File: config.mk
export PLATFORM = sky130hd
export DESIGN_NAME = seq_alu_flat
export DESIGN_NICKNAME = d
export VERILOG_FILES = /design/src/rtl/seq_alu_pkg.sv /design/src/rtl/seq_alu_if.sv /design/src/rtl/seq_alu_muldiv_iter.sv /design/src/rtl/seq_alu.sv /design/src/flat_wrapper.sv
export SDC_FILE = /design/constraint.sdc
export NUM_CORES = 1
export LEC_CHECK = 0
export CAP_MARGIN = 20
export CORE_UTILIZATION = 45
export DETAILED_ROUTE_END_ITERATION = 10
export GPL_TIMING_DRIVEN = 0
export PLACE_DENSITY = 0.62
export SLEW_MARGIN = 10
export SYNTH_ARGS = -nofsm -noshare
export SYNTH_HDL_FRONTEND = slang
export SYNTH_SLANG_ARGS = --single-unit
File: constraint.sdc
create_clock -name clk -period 3.95 [get_ports clk]
set_clock_uncertainty 0.15 [all_clocks]
set_input_delay 1.185 -clock clk [delete_from_list [all_inputs] [get_ports clk]]
set_output_delay 1.185 -clock clk [all_outputs]
set_load 0.03 [all_outputs]
File: src/rtl/seq_alu_pkg.sv
// Shared encodings for the sequential ALU: opcodes, controller states and the
// supported operand width range.
package alu_pkg;

    localparam int WIDTH_MIN = 4;
    localparam int WIDTH_MAX = 64;

    typedef enum logic [2:0] {
        OP_ZERO = 3'd0,
        OP_AND  = 3'd1,
        OP_OR   = 3'd2,
        OP_XOR  = 3'd3,
        OP_ADD  = 3'd4,
        OP_SUB  = 3'd5,
        OP_MUL  = 3'd6,
        OP_DIV  = 3'd7
    } op_e;

    typedef enum logic [1:0] {
        IDLE = 2'd0,
        MUL  = 2'd1,
        DIV  = 2'd2,
        DONE = 2'd3
    } state_e;

    function automatic bit width_ok(input int w);
        return (w >= WIDTH_MIN) && (w <= WIDTH_MAX);
    endfunction

endpackage

File: src/rtl/seq_alu_if.sv
// Controller-to-ALU request/response bundle; the controller is the master.
interface seq_alu_if #(
    parameter int WIDTH = 32
);
    logic             start;
    logic [2:0]       op;
    logic [WIDTH-1:0] a;
    logic [WIDTH-1:0] b;
    logic             ready;
    logic             done;
    logic [WIDTH-1:0] result;
    logic             gt;
    logic             eq;
    logic             ne;
    logic             dz;

    modport master (
        output start, op, a, b,
        input  ready, done, result, gt, eq, ne, dz
    );

    modport slave (
        input  start, op, a, b,
        output ready, done, result, gt, eq, ne, dz
    );
endinterface

File: src/rtl/seq_alu_muldiv_iter.sv
// Shared iterative datapath: shift-add multiply (LSB first) and restoring
// divide (MSB first), one bit per step, over a single 2*WIDTH accumulator.
module alu_muldiv_iter #(
    parameter int WIDTH = 32
) (
    input  logic             clk,
    input  logic             rst_n,
    input  logic             load,
    input  logic             mode,
    input  logic             step,
    input  logic [WIDTH-1:0] a,
    input  logic [WIDTH-1:0] b,
    output logic             last,
    output logic [WIDTH-1:0] result
);

    localparam int CNT_W = $clog2(WIDTH + 1);

    logic [2*WIDTH-1:0] acc_q, acc_d;
    logic [WIDTH-1:0]   opnd_q, opnd_d;
    logic [CNT_W-1:0]   cnt_q, cnt_d;

    // Upper half is the partial product (mul) or partial remainder (div);
    // lower half holds the multiplier / dividend being shifted out.
    logic [WIDTH-1:0] hi;
    logic [WIDTH:0]   mul_sum;
    logic [WIDTH:0]   div_sh;
    logic [WIDTH:0]   div_diff;
    logic             div_ge;

    assign hi       = acc_q[2*WIDTH-1:WIDTH];
    assign mul_sum  = {1'b0, hi} + (acc_q[0] ? {1'b0, opnd_q} : {(WIDTH+1){1'b0}});
    assign div_sh   = {hi, acc_q[WIDTH-1]};
    assign div_ge   = (div_sh >= {1'b0, opnd_q});
    assign div_diff = div_sh - {1'b0, opnd_q};

    always_comb begin
        acc_d  = acc_q;
        opnd_d = opnd_q;
        cnt_d  = cnt_q;
        if (load) begin
            acc_d  = {{WIDTH{1'b0}}, a};
            opnd_d = b;
            cnt_d  = CNT_W'(WIDTH);
        end else if (step && (cnt_q != '0)) begin
            cnt_d = cnt_q - CNT_W'(1);
            if (mode) begin
                acc_d = {(div_ge ? div_diff[WIDTH-1:0] : div_sh[WIDTH-1:0]),
                         acc_q[WIDTH-2:0], div_ge};
            end else begin
                acc_d = {mul_sum, acc_q[WIDTH-1:1]};
            end
        end
    end

    always_ff @(posedge clk or negedge rst_n) begin
        if (!rst_n) begin
            acc_q  <= '0;
            opnd_q <= '0;
            cnt_q  <= '0;
        end else begin
            acc_q  <= acc_d;
            opnd_q <= opnd_d;
            cnt_q  <= cnt_d;
        end
    end

    assign last   = (cnt_q == CNT_W'(1));
    assign result = acc_q[WIDTH-1:0];

endmodule

File: src/rtl/seq_alu.sv
// Multi-cycle ALU: accepts one op in IDLE, runs single-cycle or iterative
// mul/div, then publishes result and compare flags with a one-cycle done.
module seq_alu
    import alu_pkg::*;
#(
    parameter int WIDTH = 32
) (
    input  logic     clk,
    input  logic     rst_n,
    seq_alu_if.slave bus
);

    if (!width_ok(WIDTH)) begin : g_width_check
        $error("seq_alu: WIDTH out of supported range");
    end

    state_e           state_q, state_d;
    op_e              op_q, op_d;
    logic [WIDTH-1:0] a_q, a_d;
    logic [WIDTH-1:0] b_q, b_d;
    logic             ready_q, ready_d;
    logic             done_q, done_d;
    logic [WIDTH-1:0] result_q, result_d;
    logic             gt_q, gt_d;
    logic             eq_q, eq_d;
    logic             ne_q, ne_d;
    logic             dz_q, dz_d;

    logic             accept;
    logic             iter_load;
    logic             iter_last;
    logic [WIDTH-1:0] iter_result;
    logic [WIDTH-1:0] alu_res;

    assign accept    = bus.start && ready_q && (state_q == IDLE);
    assign iter_load = accept && ((op_e'(bus.op) == OP_MUL) ||
                                  ((op_e'(bus.op) == OP_DIV) && (bus.b != '0)));

    alu_muldiv_iter #(.WIDTH(WIDTH)) u_iter (
        .clk    (clk),
        .rst_n  (rst_n),
        .load   (iter_load),
        .mode   (state_q == DIV),
        .step   ((state_q == MUL) || (state_q == DIV)),
        .a      (bus.a),
        .b      (bus.b),
        .last   (iter_last),
        .result (iter_result)
    );

    always_comb begin
        alu_res = '0;
        case (op_q)
            OP_ZERO: alu_res = '0;
            OP_AND:  alu_res = a_q & b_q;
            OP_OR:   alu_res = a_q | b_q;
            OP_XOR:  alu_res = a_q ^ b_q;
            OP_ADD:  alu_res = a_q + b_q;
            OP_SUB:  alu_res = a_q - b_q;
            OP_MUL:  alu_res = iter_result;
            OP_DIV:  alu_res = (b_q == '0) ? '1 : iter_result;
            default: alu_res = '0;
        endcase
    end

    // Outputs are only ever written on the edge that closes DONE, which is
    // also the edge that raises done, so they never change mid-operation.
    always_comb begin
        state_d  = state_q;
        op_d     = op_q;
        a_d      = a_q;
        b_d      = b_q;
        result_d = result_q;
        gt_d     = gt_q;
        eq_d     = eq_q;
        ne_d     = ne_q;
        dz_d     = dz_q;
        case (state_q)
            IDLE: begin
                if (accept) begin
                    a_d  = bus.a;
                    b_d  = bus.b;
                    op_d = op_e'(bus.op);
                    case (op_e'(bus.op))
                        OP_MUL:  state_d = MUL;
                        OP_DIV:  state_d = (bus.b == '0) ? DONE : DIV;
                        default: state_d = DONE;
                    endcase
                end
            end
            MUL, DIV: begin
                if (iter_last) state_d = DONE;
            end
            DONE: begin
                state_d  = IDLE;
                result_d = alu_res;
                gt_d     = (a_q > b_q);
                eq_d     = (a_q == b_q);
                ne_d     = (a_q != b_q);
                dz_d     = (op_q == OP_DIV) && (b_q == '0);
            end
            default: state_d = IDLE;
        endcase
        done_d  = (state_q == DONE);
        ready_d = (state_d == IDLE);
    end

    always_ff @(posedge clk or negedge rst_n) begin
        if (!rst_n) begin
            state_q  <= IDLE;
            op_q     <= OP_ZERO;
            a_q      <= '0;
            b_q      <= '0;
            ready_q  <= 1'b1;
            done_q   <= 1'b0;
            result_q <= '0;
            gt_q     <= 1'b0;
            eq_q     <= 1'b0;
            ne_q     <= 1'b0;
            dz_q     <= 1'b0;
        end else begin
            state_q  <= state_d;
            op_q     <= op_d;
            a_q      <= a_d;
            b_q      <= b_d;
            ready_q  <= ready_d;
            done_q   <= done_d;
            result_q <= result_d;
            gt_q     <= gt_d;
            eq_q     <= eq_d;
            ne_q     <= ne_d;
            dz_q     <= dz_d;
        end
    end

    assign bus.ready  = ready_q;
    assign bus.done   = done_q;
    assign bus.result = result_q;
    assign bus.gt     = gt_q;
    assign bus.eq     = eq_q;
    assign bus.ne     = ne_q;
    assign bus.dz     = dz_q;

endmodule

File: src/flat_wrapper.sv
// flat-port wrapper written by rule: the top's interface ports become plain ports
module seq_alu_flat import alu_pkg::*;
#(
    parameter int WIDTH = 32
)
  (clk, rst_n, bus_start, bus_op, bus_a, bus_b, bus_ready, bus_done, bus_result, bus_gt, bus_eq, bus_ne, bus_dz);
  seq_alu_if #(.WIDTH(WIDTH)) bus_i ();
  input  logic clk;
  input  logic rst_n;
  input wire logic [$bits(bus_i.start)-1:0] bus_start;
  input wire logic [$bits(bus_i.op)-1:0] bus_op;
  input wire logic [$bits(bus_i.a)-1:0] bus_a;
  input wire logic [$bits(bus_i.b)-1:0] bus_b;
  output wire logic [$bits(bus_i.ready)-1:0] bus_ready;
  output wire logic [$bits(bus_i.done)-1:0] bus_done;
  output wire logic [$bits(bus_i.result)-1:0] bus_result;
  output wire logic [$bits(bus_i.gt)-1:0] bus_gt;
  output wire logic [$bits(bus_i.eq)-1:0] bus_eq;
  output wire logic [$bits(bus_i.ne)-1:0] bus_ne;
  output wire logic [$bits(bus_i.dz)-1:0] bus_dz;
  assign bus_i.start = bus_start;
  assign bus_i.op = bus_op;
  assign bus_i.a = bus_a;
  assign bus_i.b = bus_b;
  assign bus_ready = bus_i.ready;
  assign bus_done = bus_i.done;
  assign bus_result = bus_i.result;
  assign bus_gt = bus_i.gt;
  assign bus_eq = bus_i.eq;
  assign bus_ne = bus_i.ne;
  assign bus_dz = bus_i.dz;
  seq_alu #(.WIDTH(WIDTH)) u_core (.clk(clk), .rst_n(rst_n), .bus(bus_i));
endmodule
==> metrics <==
met1 wire length 30.8 mm; max_slew headroom 0.189; Peak Freq 249 MHz; vias in the first global route 17500; failing checks negative setup slack; Least-Margin Pin Slew roughly 1200 ps; most common cell after layout, fill and taps aside nand2_1; diodes inserted 0; port bufs between 100 and 150; GP Congestion 0.968; Seq/Total Area, Yosys 0.291; vias per inst around 6; mux cell area share after synthesis 0.0393; Avg Inst Size Synth 7.94 um2; H-tree levels 1; Max clock buf depth 3; Tightest Hold Check Type reg2reg; Layout area overhead 15.6%; Main synth FF type dfrtp_1; initial DRC count 1734; starting density of the core 0.461; mapped cell area 18000 um2; fin nets 2653; Synth Register Bits 209; initial antenna violation count 0; Detailed Route WL 72.0 mm; Top Metal Used met4; CTS Hold Bufs 0; DR WL met2 34.2 mm; Post-DP HPWL 57.0 mm; number of remaining DRC errors 0; Finished Layout Cells 2945; critical path data arrival time 4350 ps; DR pass1 iterations 6; peak fanout along the critical path 10; fill cell count 3754; xor/xnor share of the synthesized area 0.0361; die footprint 40700 um2; largest net degree at the start of global routing 95; final setup margin -64.0 ps; # setup viols final 3; die height 202 um; pre-CTS WS -787 ps; WL/cell 24.4 um; Syn Nets 2512; Die Width around 200 um; Tcrit/Tclk final 1.02; EDFF count, synth 0; CP endpoint kind register; ANT nets after route 0; core box area 39000 um2; fraction of layout instances using a drive strength above 1 0.0474; final slew viol count 0; Vias 18200; met3 wire len 4.27 mm; GRT overflow 0; Clock transition at path regs 50 ps; Setup crit start kind input port; CTS Buf Count 27; main combinational cell family by area after synthesis compound AO/OA/AOI/OAI gates; async set or reset register ratio after synthesis 1.00; Synth cell types 88; CTS tree yes; compound-cell area share of the yosys netlist 0.280; global-route wire length before repair 108 mm; num rows a little over 70; Hold WS 324 ps; Crit path required time between 4000 and 5000 ps; Simple-Gate Fraction of Synth Area 0.166; crit path time final between 4000 and 5000 ps; final hold violation count 0; I/O pin cnt 108; Synth Area in Adders 0.125; TNS Setup -76.7 ps; Mapped Cells 2265; synth warn 0; GR Util All Layers 0.346; dpl cells 2894; most frequent cells in the layout nand2_1 (259), o21ai_0 (250), dfrtp_1 (207); status finished with violations; clk sink count 209; CTS root buf clkbuf_16; number of max-cap violations 0; RSZ-0062 raised after global routing yes; clk_lat worst skew 580 ps; critical path type in2reg
-- path summary, 6_finish.rpt --
| check | start | endpoint | cells after the start | slack [ps] |
|---|---|---|---|---|
| max | bus_b[14] | u_core.u_iter.acc_q[41]$_DFFE_PN0P_ | 7 | -60 |
| min | u_core.bus.eq$_DFFE_PN0P_ | u_core.bus.eq$_DFFE_PN0P_ | 1 | 320 |
| max reg2reg | u_core.u_iter.acc_q[61]$_DFFE_PN0P_ | u_core.u_iter.acc_q[55]$_DFFE_PN0P_ | 11 | 100 |
| min reg2reg | u_core.bus.eq$_DFFE_PN0P_ | u_core.bus.eq$_DFFE_PN0P_ | 1 | 320 |
| max in group asynchronous | rst_n | u_core.u_iter.acc_q[0]$_DFFE_PN0P_ | 2 | 2450 |
| min in group asynchronous | rst_n | u_core.bus.result[2]$_DFFE_PN0P_ | 1 | 350 |
-- through the flow --
step	utilization	area (um2)
final	0.533	20800
after global routing	0.533	20800
after CTS	0.531	20700
after detailed placement	0.507	19800
after global placement	0.505	19700
after floorplan	-	18000
-- synth_stat cells, types with 6 or more instances --
library cell  instances  area (um2)
nor2b_1              18         113
nand2b_1             15        93.8
and3_1               16         100
ha_1                173        2160
inv_1               156         586
buf_1                11        41.3
clkbuf_1            109         409
o21ai_0             250        1250
a22oi_1              19         143
a221oi_1             16         140
and2_1               40         250
o21ai_1               8        40.0
o21bai_1             20         150
nor4_1               29         181
buf_2                10        50.1
or3_1                13        81.3
o21a_1               18         135
a21oi_1             202        1010
xnor2_1              47         412
nand2_1             259         972
mux2i_1              65         651
a211oi_1             22         165
a21o_1               40         300
o311ai_0              6        52.6
a32oi_1               7        61.3
nand4_1              19         119
o31a_1                6        52.6
o211ai_1             18         135
nor3_1               33         165
a31oi_1              22         138
nor2_1              153         574
dfrtp_1             208        5200
o2111ai_1            15         131
nand3_1              36         180
o22ai_1               9        56.3
a311oi_1              7        61.3
o31ai_1              15         113
o2bb2ai_1            13         114
o221ai_1              8        70.1
a221o_1               6        60.1
a2111oi_0             9        78.8
xor2_1               27         236
-- sequential cells by signal (all words and copies together) (netlist names) --
| signal | flops |
|---|---|
| u_core.u_iter.acc_q | 64 |
| u_core.a_q | 32 |
| u_core.b_q | 32 |
| u_core.bus.result | 32 |
| u_core.u_iter.opnd_q | 32 |
| u_core.u_iter.cnt_q | 6 |
| u_core.op_q | 3 |
| u_core.state_q | 2 |
| u_core.bus.done | 1 |
| u_core.bus.dz | 1 |
| u_core.bus.eq | 1 |
| u_core.bus.gt | 1 |
| u_core.bus.ne | 1 |
| u_core.bus.ready | 1 |
-- cells by family after synthesis --
kind of cell,count (synthesis)
simple gates,652
compound gates,791
mux,70
buf+inv,292
flops,209
xor+xnor,74
fa+ha+maj,177
-- final cells by class --
class / instances / area (um2) / share of cell area
Timing Repair Buffer: 112 / 1150 / 0.0553
Sequential cell: 209 / 5230 / 0.252
Multi-Input combinational cell: 1764 / 11700 / 0.564
Buffer: 133 / 541 / 0.0260
Tap cell: 518 / 648 / 0.0312
Inverter: 159 / 597 / 0.0287
Clock inverter: 10 / 113 / 0.00542
Clock buffer: 40 / 785 / 0.0377
-- repair_timing --
item / in CTS / in global routing
endpoints found under the setup margin: 41 / 76
gates cloned: 0 / 0
pin swaps: 0 / 2
buffers inserted: 0 / 1
resized for setup: 13 / 23
-- layer usage --
metal  track usage  vias up
met5             0        -
met4         0.125        0
met3        0.0322      129
met2         0.588      752
met1         0.457     8853
li1              -     8439
-- worst max-delay path, stage by stage --
cell	delay, ps
clkdlybuf4s50_1	630
nor4_1	350
nand4_1	390
nor2_1	390
a21o_1	260
clkbuf_1	760
o221a_1	380
Power is not shown: default switching activity piles up to over one toggle a cycle in this logic, so the estimate is an artifact.
